--- config.mk ---
export PLATFORM = sky130hd
export DESIGN_NAME = ibex_wb_queue
export DESIGN_NICKNAME = d
export VERILOG_FILES = /design/src/rtl/ibex_wb_queue.sv
export SDC_FILE = /design/constraint.sdc
export NUM_CORES = 1
export LEC_CHECK = 0
export CAP_MARGIN = 20
export CORE_MARGIN = 2
export CORE_UTILIZATION = 52
export DETAILED_ROUTE_END_ITERATION = 10
export GPL_TIMING_DRIVEN = 0
export PLACE_DENSITY = 0.84
export RECOVER_POWER = 25
export SETUP_SLACK_MARGIN = 0.2
export SLEW_MARGIN = 0
export SYNTH_ARGS = -nofsm -noshare
export SYNTH_HDL_FRONTEND = slang
export SYNTH_SLANG_ARGS = --single-unit
--- constraint.sdc ---
create_clock -name clk_i -period 4.5 [get_ports clk_i]
set_input_delay 0.45 -clock clk_i [delete_from_list [all_inputs] [get_ports clk_i]]
set_output_delay 0.45 -clock clk_i [all_outputs]
set_load 0.03 [all_outputs]
--- src/rtl/ibex_wb_queue.sv ---
// In-order multi-entry writeback queue with RAW hazard detection for two ID read ports.
// Define IBEX_WB_QUEUE_FWD_EN to forward pending non-load results to ID instead of stalling.
module ibex_wb_queue #(
  parameter int unsigned Depth     = 4,
  parameter int unsigned DataWidth = 32
) (
  input  logic                         clk_i,
  input  logic                         rst_i,

  input  logic                         en_wb_i,
  input  logic [1:0]                   instr_type_wb_i,
  input  logic [DataWidth-1:0]         pc_id_i,
  input  logic                         instr_is_compressed_id_i,
  input  logic                         instr_perf_count_id_i,
  input  logic [4:0]                   rf_waddr_id_i,
  input  logic [DataWidth-1:0]         rf_wdata_id_i,
  input  logic                         rf_we_id_i,

  input  logic [DataWidth-1:0]         rf_wdata_lsu_i,
  input  logic                         rf_we_lsu_i,
  input  logic                         lsu_resp_valid_i,
  input  logic                         lsu_resp_err_i,

  input  logic [4:0]                   rf_raddr_a_i,
  input  logic [4:0]                   rf_raddr_b_i,

  output logic                         ready_wb_o,
  output logic                         hazard_a_o,
  output logic                         hazard_b_o,
  output logic                         fwd_valid_a_o,
  output logic                         fwd_valid_b_o,
  output logic [DataWidth-1:0]         fwd_data_a_o,
  output logic [DataWidth-1:0]         fwd_data_b_o,

  output logic [4:0]                   rf_waddr_wb_o,
  output logic [DataWidth-1:0]         rf_wdata_wb_o,
  output logic                         rf_we_wb_o,

  output logic                         outstanding_load_wb_o,
  output logic                         outstanding_store_wb_o,
  output logic [DataWidth-1:0]         pc_wb_o,
  output logic                         instr_done_wb_o,
  output logic                         perf_instr_ret_wb_o,
  output logic                         perf_instr_ret_compressed_wb_o,
  output logic [$clog2(Depth+1)-1:0]   occupancy_o,
  output logic                         resp_unexp_o
);

  localparam int unsigned PtrW = $clog2(Depth);
  localparam int unsigned CntW = $clog2(Depth + 1);

  typedef enum logic [1:0] {
    WB_INSTR_OTHER = 2'd0,
    WB_INSTR_LOAD  = 2'd1,
    WB_INSTR_STORE = 2'd2
  } wb_instr_type_e;

  logic [Depth-1:0]     valid_q;
  logic [Depth-1:0]     we_q;
  logic [Depth-1:0]     compressed_q;
  logic [Depth-1:0]     perf_q;
  wb_instr_type_e       type_q  [Depth];
  logic [4:0]           waddr_q [Depth];
  logic [DataWidth-1:0] wdata_q [Depth];
  logic [DataWidth-1:0] pc_q    [Depth];

  logic [PtrW-1:0]      head_q, tail_q;
  logic [CntW-1:0]      count_q;
  logic                 resp_unexp_q;

  logic                 head_valid;
  wb_instr_type_e       head_type;
  logic                 head_done;
  logic                 head_rf_we;
  logic                 full;
  logic                 alloc;
  logic                 resp_unexp_set;

  function automatic logic [PtrW-1:0] ptr_inc(input logic [PtrW-1:0] p);
    return (p == PtrW'(Depth - 1)) ? '0 : p + 1'b1;
  endfunction

  assign head_valid = valid_q[head_q];
  assign head_type  = type_q[head_q];
  assign head_done  = head_valid & ((head_type == WB_INSTR_OTHER) | lsu_resp_valid_i);
  assign full       = (count_q == CntW'(Depth));
  assign ready_wb_o = ~full | head_done;
  assign alloc      = en_wb_i & ready_wb_o;

  // Only an empty queue or a non-LSU head can receive a stray response.
  assign resp_unexp_set = lsu_resp_valid_i & (~head_valid | (head_type == WB_INSTR_OTHER));

  always_ff @(posedge clk_i) begin
    if (rst_i) begin
      valid_q      <= '0;
      head_q       <= '0;
      tail_q       <= '0;
      count_q      <= '0;
      resp_unexp_q <= 1'b0;
    end else begin
      if (head_done) begin
        valid_q[head_q] <= 1'b0;
        head_q          <= ptr_inc(head_q);
      end
      // Placed after the retire clear so a full queue recycling its head slot keeps it valid.
      if (alloc) begin
        valid_q[tail_q] <= 1'b1;
        tail_q          <= ptr_inc(tail_q);
      end
      count_q <= count_q + CntW'(alloc) - CntW'(head_done);
      if (resp_unexp_set) begin
        resp_unexp_q <= 1'b1;
      end
    end
  end

  always_ff @(posedge clk_i) begin
    if (alloc) begin
      type_q[tail_q]       <= wb_instr_type_e'(instr_type_wb_i);
      waddr_q[tail_q]      <= rf_waddr_id_i;
      wdata_q[tail_q]      <= rf_wdata_id_i;
      pc_q[tail_q]         <= pc_id_i;
      we_q[tail_q]         <= rf_we_id_i;
      compressed_q[tail_q] <= instr_is_compressed_id_i;
      perf_q[tail_q]       <= instr_perf_count_id_i;
    end
  end

  assign head_rf_we    = head_valid & we_q[head_q] & (head_type != WB_INSTR_LOAD);
  assign rf_we_wb_o    = head_rf_we | rf_we_lsu_i;
  assign rf_wdata_wb_o = head_rf_we ? wdata_q[head_q] : rf_wdata_lsu_i;
  assign rf_waddr_wb_o = head_valid ? waddr_q[head_q] : '0;
  assign pc_wb_o       = head_valid ? pc_q[head_q] : '0;

  assign instr_done_wb_o                = head_done;
  assign perf_instr_ret_wb_o            = head_done & perf_q[head_q] &
                                          ~(lsu_resp_valid_i & lsu_resp_err_i);
  assign perf_instr_ret_compressed_wb_o = perf_instr_ret_wb_o & compressed_q[head_q];
  assign occupancy_o                    = count_q;
  assign resp_unexp_o                   = resp_unexp_q;

  always_comb begin
    outstanding_load_wb_o  = 1'b0;
    outstanding_store_wb_o = 1'b0;
    for (int unsigned i = 0; i < Depth; i++) begin
      if (valid_q[i] && type_q[i] == WB_INSTR_LOAD)  outstanding_load_wb_o  = 1'b1;
      if (valid_q[i] && type_q[i] == WB_INSTR_STORE) outstanding_store_wb_o = 1'b1;
    end
  end

  logic                 match_a, match_b;
  logic [PtrW:0]        slot;
  logic [PtrW-1:0]      idx;
  logic                 writes_rf;
`ifdef IBEX_WB_QUEUE_FWD_EN
  logic                 load_a, load_b;
  logic [DataWidth-1:0] data_a, data_b;
`endif

  // Walk entries oldest to youngest so the last match seen is the youngest writer.
  always_comb begin
    match_a   = 1'b0;
    match_b   = 1'b0;
    slot      = '0;
    idx       = '0;
    writes_rf = 1'b0;
`ifdef IBEX_WB_QUEUE_FWD_EN
    load_a    = 1'b0;
    load_b    = 1'b0;
    data_a    = '0;
    data_b    = '0;
`endif
    for (int unsigned i = 0; i < Depth; i++) begin
      slot = {1'b0, head_q} + (PtrW+1)'(i);
      if (slot >= (PtrW+1)'(Depth)) slot = slot - (PtrW+1)'(Depth);
      idx       = slot[PtrW-1:0];
      writes_rf = valid_q[idx] & (we_q[idx] | (type_q[idx] == WB_INSTR_LOAD));
      if (writes_rf && rf_raddr_a_i != 5'd0 && waddr_q[idx] == rf_raddr_a_i) begin
        match_a = 1'b1;
`ifdef IBEX_WB_QUEUE_FWD_EN
        load_a  = (type_q[idx] == WB_INSTR_LOAD);
        data_a  = wdata_q[idx];
`endif
      end
      if (writes_rf && rf_raddr_b_i != 5'd0 && waddr_q[idx] == rf_raddr_b_i) begin
        match_b = 1'b1;
`ifdef IBEX_WB_QUEUE_FWD_EN
        load_b  = (type_q[idx] == WB_INSTR_LOAD);
        data_b  = wdata_q[idx];
`endif
      end
    end
  end

`ifdef IBEX_WB_QUEUE_FWD_EN
  assign hazard_a_o    = match_a & load_a;
  assign hazard_b_o    = match_b & load_b;
  assign fwd_valid_a_o = match_a & ~load_a;
  assign fwd_valid_b_o = match_b & ~load_b;
  assign fwd_data_a_o  = (match_a & ~load_a) ? data_a : '0;
  assign fwd_data_b_o  = (match_b & ~load_b) ? data_b : '0;
`else
  assign hazard_a_o    = match_a;
  assign hazard_b_o    = match_b;
  assign fwd_valid_a_o = 1'b0;
  assign fwd_valid_b_o = 1'b0;
  assign fwd_data_a_o  = '0;
  assign fwd_data_b_o  = '0;
`endif

  a_no_alloc_when_full: assert property (@(posedge clk_i) disable iff (rst_i)
    !(alloc && full && !head_done));
  a_lsu_we_needs_load_head: assert property (@(posedge clk_i) disable iff (rst_i)
    rf_we_lsu_i |-> (head_valid && head_type == WB_INSTR_LOAD));
  a_single_rf_write_source: assert property (@(posedge clk_i) disable iff (rst_i)
    !(head_rf_we && rf_we_lsu_i));

endmodule

==> flow_metrics.py <==
metrics = {
    "routing": {
        "ant_nets": 0,
        "drt_iter0_drc": 497,
        "viasPerCell": 5.37,
        "routedWlPerCell_um": 20.3,
        "wl_um": 28700,
        "drtPass1Iterations": 6,
        "route.detailed.drc": 0,
        "vias": 7598,
    },
    "power_and_ir_drop": {
        "ir_worst_vdd_mv": 0.343,
        "p_int_mw": 5.68,
        "power.density_mw_per_mm2": 446,
        "p_total_mw": 7.78,
        "switching_share": 0.270,
        "power_leakage_nw": 5.93,
        "seqPwrFrac": 0.455,
        "comb_power_share": 0.238,
        "p_switching_mw": 2.10,
        "clkPwrFrac": 0.307,
    },
    "sta": {
        "finalHoldViolCount": 0,
        "slew_headroom": 0.551,
        "setup_tns_ns": 0,
        "maxSlewViolCount": 0,
        "fmaxAchievable_mhz": 245,
        "worst_pin_slew_ns": 0.674,
        "period_needed_ns": 4.08,
        "rsz0062_at_grt": "no",
        "setup_ws_ns": 0.423,
        "fin_skew_ns": 0.0182,
        "timing.final.crit_share": 0.906,
        "setup_violations": 0,
    },
    "place": {
        "io_buffers": 193,
        "placed_cells": 1355,
        "dpl_worst_slack_ns": 0.735,
        "gp_congestion": 0.889,
        "dp_hpwl_um": 18900,
    },
    "synth": {
        "yosysWarnings": 0,
        "synth_top_area_frac": 0.647,
        "ys_ff_latch": 310,
        "synth_top_family_by_area": "multiplexers",
        "synthCells": 758,
        "synthXorXnorAreaFrac": 0.0306,
        "yosys.area_share.simple": 0.0402,
        "syn_area_per_cell_um2": 18.1,
        "synth_area_leader_cell": "edfxtp_1",
        "synth.area.top_cells": "edfxtp_1, mux4_2, buf_4",
        "synth-adder-area-share": 0.0106,
        "netlist_area_mm2": 0.0137,
        "async_reset_ff_frac": 0,
        "synth_edf_count": 296,
        "synth_mux_area_frac": 0.177,
        "ys.flop_type": "edfxtp_1",
        "ys_seq_area_frac": 0.668,
        "synth-compound-area-share": 0.0203,
        "synth_cell_type_count": 48,
    },
    "layout": {
        "finalNetCount": 1189,
        "post-route-util": 0.671,
        "fin_cells": 1416,
        "layout-drive-gt1-share": 0.236,
        "syn_to_final_growth_pct": 27.0,
    },
    "die": {
        "die_y_um": 167,
        "io_pins": 270,
        "die_x_um": 167,
        "rows": 59,
        "initial_core_util": 0.529,
        "core_area_mm2": 0.0260,
        "dieArea_mm2": 0.0277,
    },
    "cts": {
        "insertion_delay_ns": 0.55,
        "cts.sinks": 310,
        "path_clk_slew_ns": 0.06,
        "cts_root_buffer": "clkbuf_16",
        "cts_tree": "yes",
        "cts_buffers": 31,
        "clock_path_buffers": 3,
        "h-tree-depth": 1,
        "cts_hold_buf": 0,
    },
    "setup_path": {
        "cp.required_ns": 4.05,
        "crit_buf_inv": 5,
        "crit_type": "reg2out",
        "cp-end-kind": "output pin",
        "crit_path_start_kind": "flop",
        "crit_fanout": 10,
        "worstPathCellList": "buf_6 -> buf_6 -> inv_1 -> ha_1 -> inv_1 -> mux2i_1 -> xnor2_1 -> a2111o_1 -> o311ai_1 -> clkdlybuf4s50_1",
        "crit_arrival_ns": 3.63,
        "cp_slowest_cell": "clkdlybuf4s50_1",
        "max_stage_delay_ns": 0.72,
        "crit_family": "buffers and inverters",
    },
    "global_route": {
        "grt_pass1_wl_um": 43900,
        "antenna_found_initial": 4,
        "grt_use_met1": 0.260,
        "met3_usage": 0.0466,
        "overflow": 0,
        "grt_use_total": 0.203,
        "grt_max_degree": 54,
        "gr-usage-met2": 0.356,
        "grt_pass1_vias": 7764,
        "gr-max-usage-layer": "met2",
    },
    "run_status": {
        "status": "finished clean",
    },
    "worst_hold_path": {
        "hp-class": "reg2reg",
    },
    "job": {
        "drv_cap": 0,
    },
}
## area by class of cell
| class | count | area (um^2) |
|---|---|---|
| plain buffers | 106 | 696 |
| well taps | 335 | 419 |
| repair buffers | 200 | 2080 |
| diodes | 1 | 2.50 |
| clock inverters | 16 | 130 |
| fillers | 1764 | 8550 |
| flip-flops and latches | 310 | 9170 |
| multi-input cells | 395 | 4080 |
| inverters | 12 | 45.0 |
| clock buffers | 41 | 813 |
## flip-flops by register name (all words and copies together), names as in the netlist, named ones only
| register | cells |
|---|---|
| pc_q | 128 |
| wdata_q | 128 |
| waddr_q | 20 |
| type_q | 8 |
| compressed_q | 4 |
| perf_q | 4 |
| valid_q | 4 |
| we_q | 4 |
| occupancy_o | 3 |
| head_q | 2 |
| tail_q | 2 |
| resp_unexp_o | 1 |
## cell usage after synthesis, types with 2 or more instances
cell	number
a211oi_1	4
a21oi_1	5
a22oi_1	6
and2_1	5
and2b_1	3
buf_1	3
buf_2	10
buf_4	71
buf_6	2
clkbuf_1	20
dfxtp_1	14
edfxtp_1	296
ha_1	10
inv_1	12
mux2_2	38
mux2i_1	14
mux4_1	6
mux4_2	74
nand2_1	13
nand3_1	5
nor2_1	15
nor2b_1	42
nor3_1	2
o2111ai_1	4
o211ai_1	2
o21ai_0	6
o21bai_1	2
o22ai_1	3
o41ai_1	2
or2_2	2
or4_1	4
xnor2_1	34
xor2_1	14
## path summary, 6_finish.rpt
check | startpoint | end | slack (ns) | cells after the start
setup / recovery | head_q[0] | hazard_b_o | 0.42 | 10
hold / removal | resp_unexp_o | resp_unexp_o | 0.47 | 2
setup reg to reg | flop | occupancy_o[2] | 1.05 | 14
hold reg to reg | resp_unexp_o | resp_unexp_o | 0.47 | 2
## tightest hold or removal path, cell delays in order, from the launching register on
cell,delay (ns)
dfxtp_1,0.31
inv_1,0.05
a21oi_1,0.05
## what timing repair did
action / in CTS / in global routing
endpoints found under the setup margin: 21 / 23
resized for setup: 2 / 3
cloned: 0 / 0
pin swaps: 0 / 1
setup buffers: 0 / 3
hold endpoints to repair: 0 / 0
## cell usage in the layout (no fill, tap or decap), drive strengths merged, types with 13 or more instances in the layout
cell,synthesis,layout
edfxtp,296,296
clkdlybuf4s50,0,148
buf,86,93
mux4,80,80
conb,1,66
clkbuf,20,61
dlygate4sd3,0,44
nor2b,42,42
mux2,38,38
xnor2,34,34
mux2i,16,16
nor2,15,15
xor2,14,14
dfxtp,14,14
nand2,13,13
inv,12,13
## per-stage QoR
step                      hold slack (ns)  instance area, um^2
after floorplan                     0.514                14000
after global placement              0.451                16300
after detailed placement            0.464                16400
after CTS                           0.470                17400
after global routing                0.480                17400
final                               0.466                17400
## power groups by stage
stage,combinational [mW],clock [mW],sequential (mW)
after floorplan,1.20,0,3.61
after global routing,1.98,2.56,3.56
after global placement,1.80,0,3.61
after CTS,1.87,2.44,3.54
final,1.85,2.39,3.54
after detailed placement,1.86,0,3.59
## cells by family (layout without fill, tap and decap cells)
group / Yosys count / after routing
buffers and inverters: 118 / 375
other: 1 / 67
adders and majority gates: 11 / 11
DFF: 310 / 310
and+or+nand+nor: 97 / 97
muxes: 134 / 134
xor gates and xnor gates: 48 / 48
AOI/OAI and AO/OA: 39 / 39
## per-layer routing
metal  vias to the layer above  wire length, um  part of all wire
li1                       3441                -                 -
met1                      3780            11400              0.40
met2                       323            14600              0.51
met3                        48             2190             0.076
met4                         6              510             0.018
met5                         -               41            0.0014
Note: power is estimated with default switching activity, not from simulation.
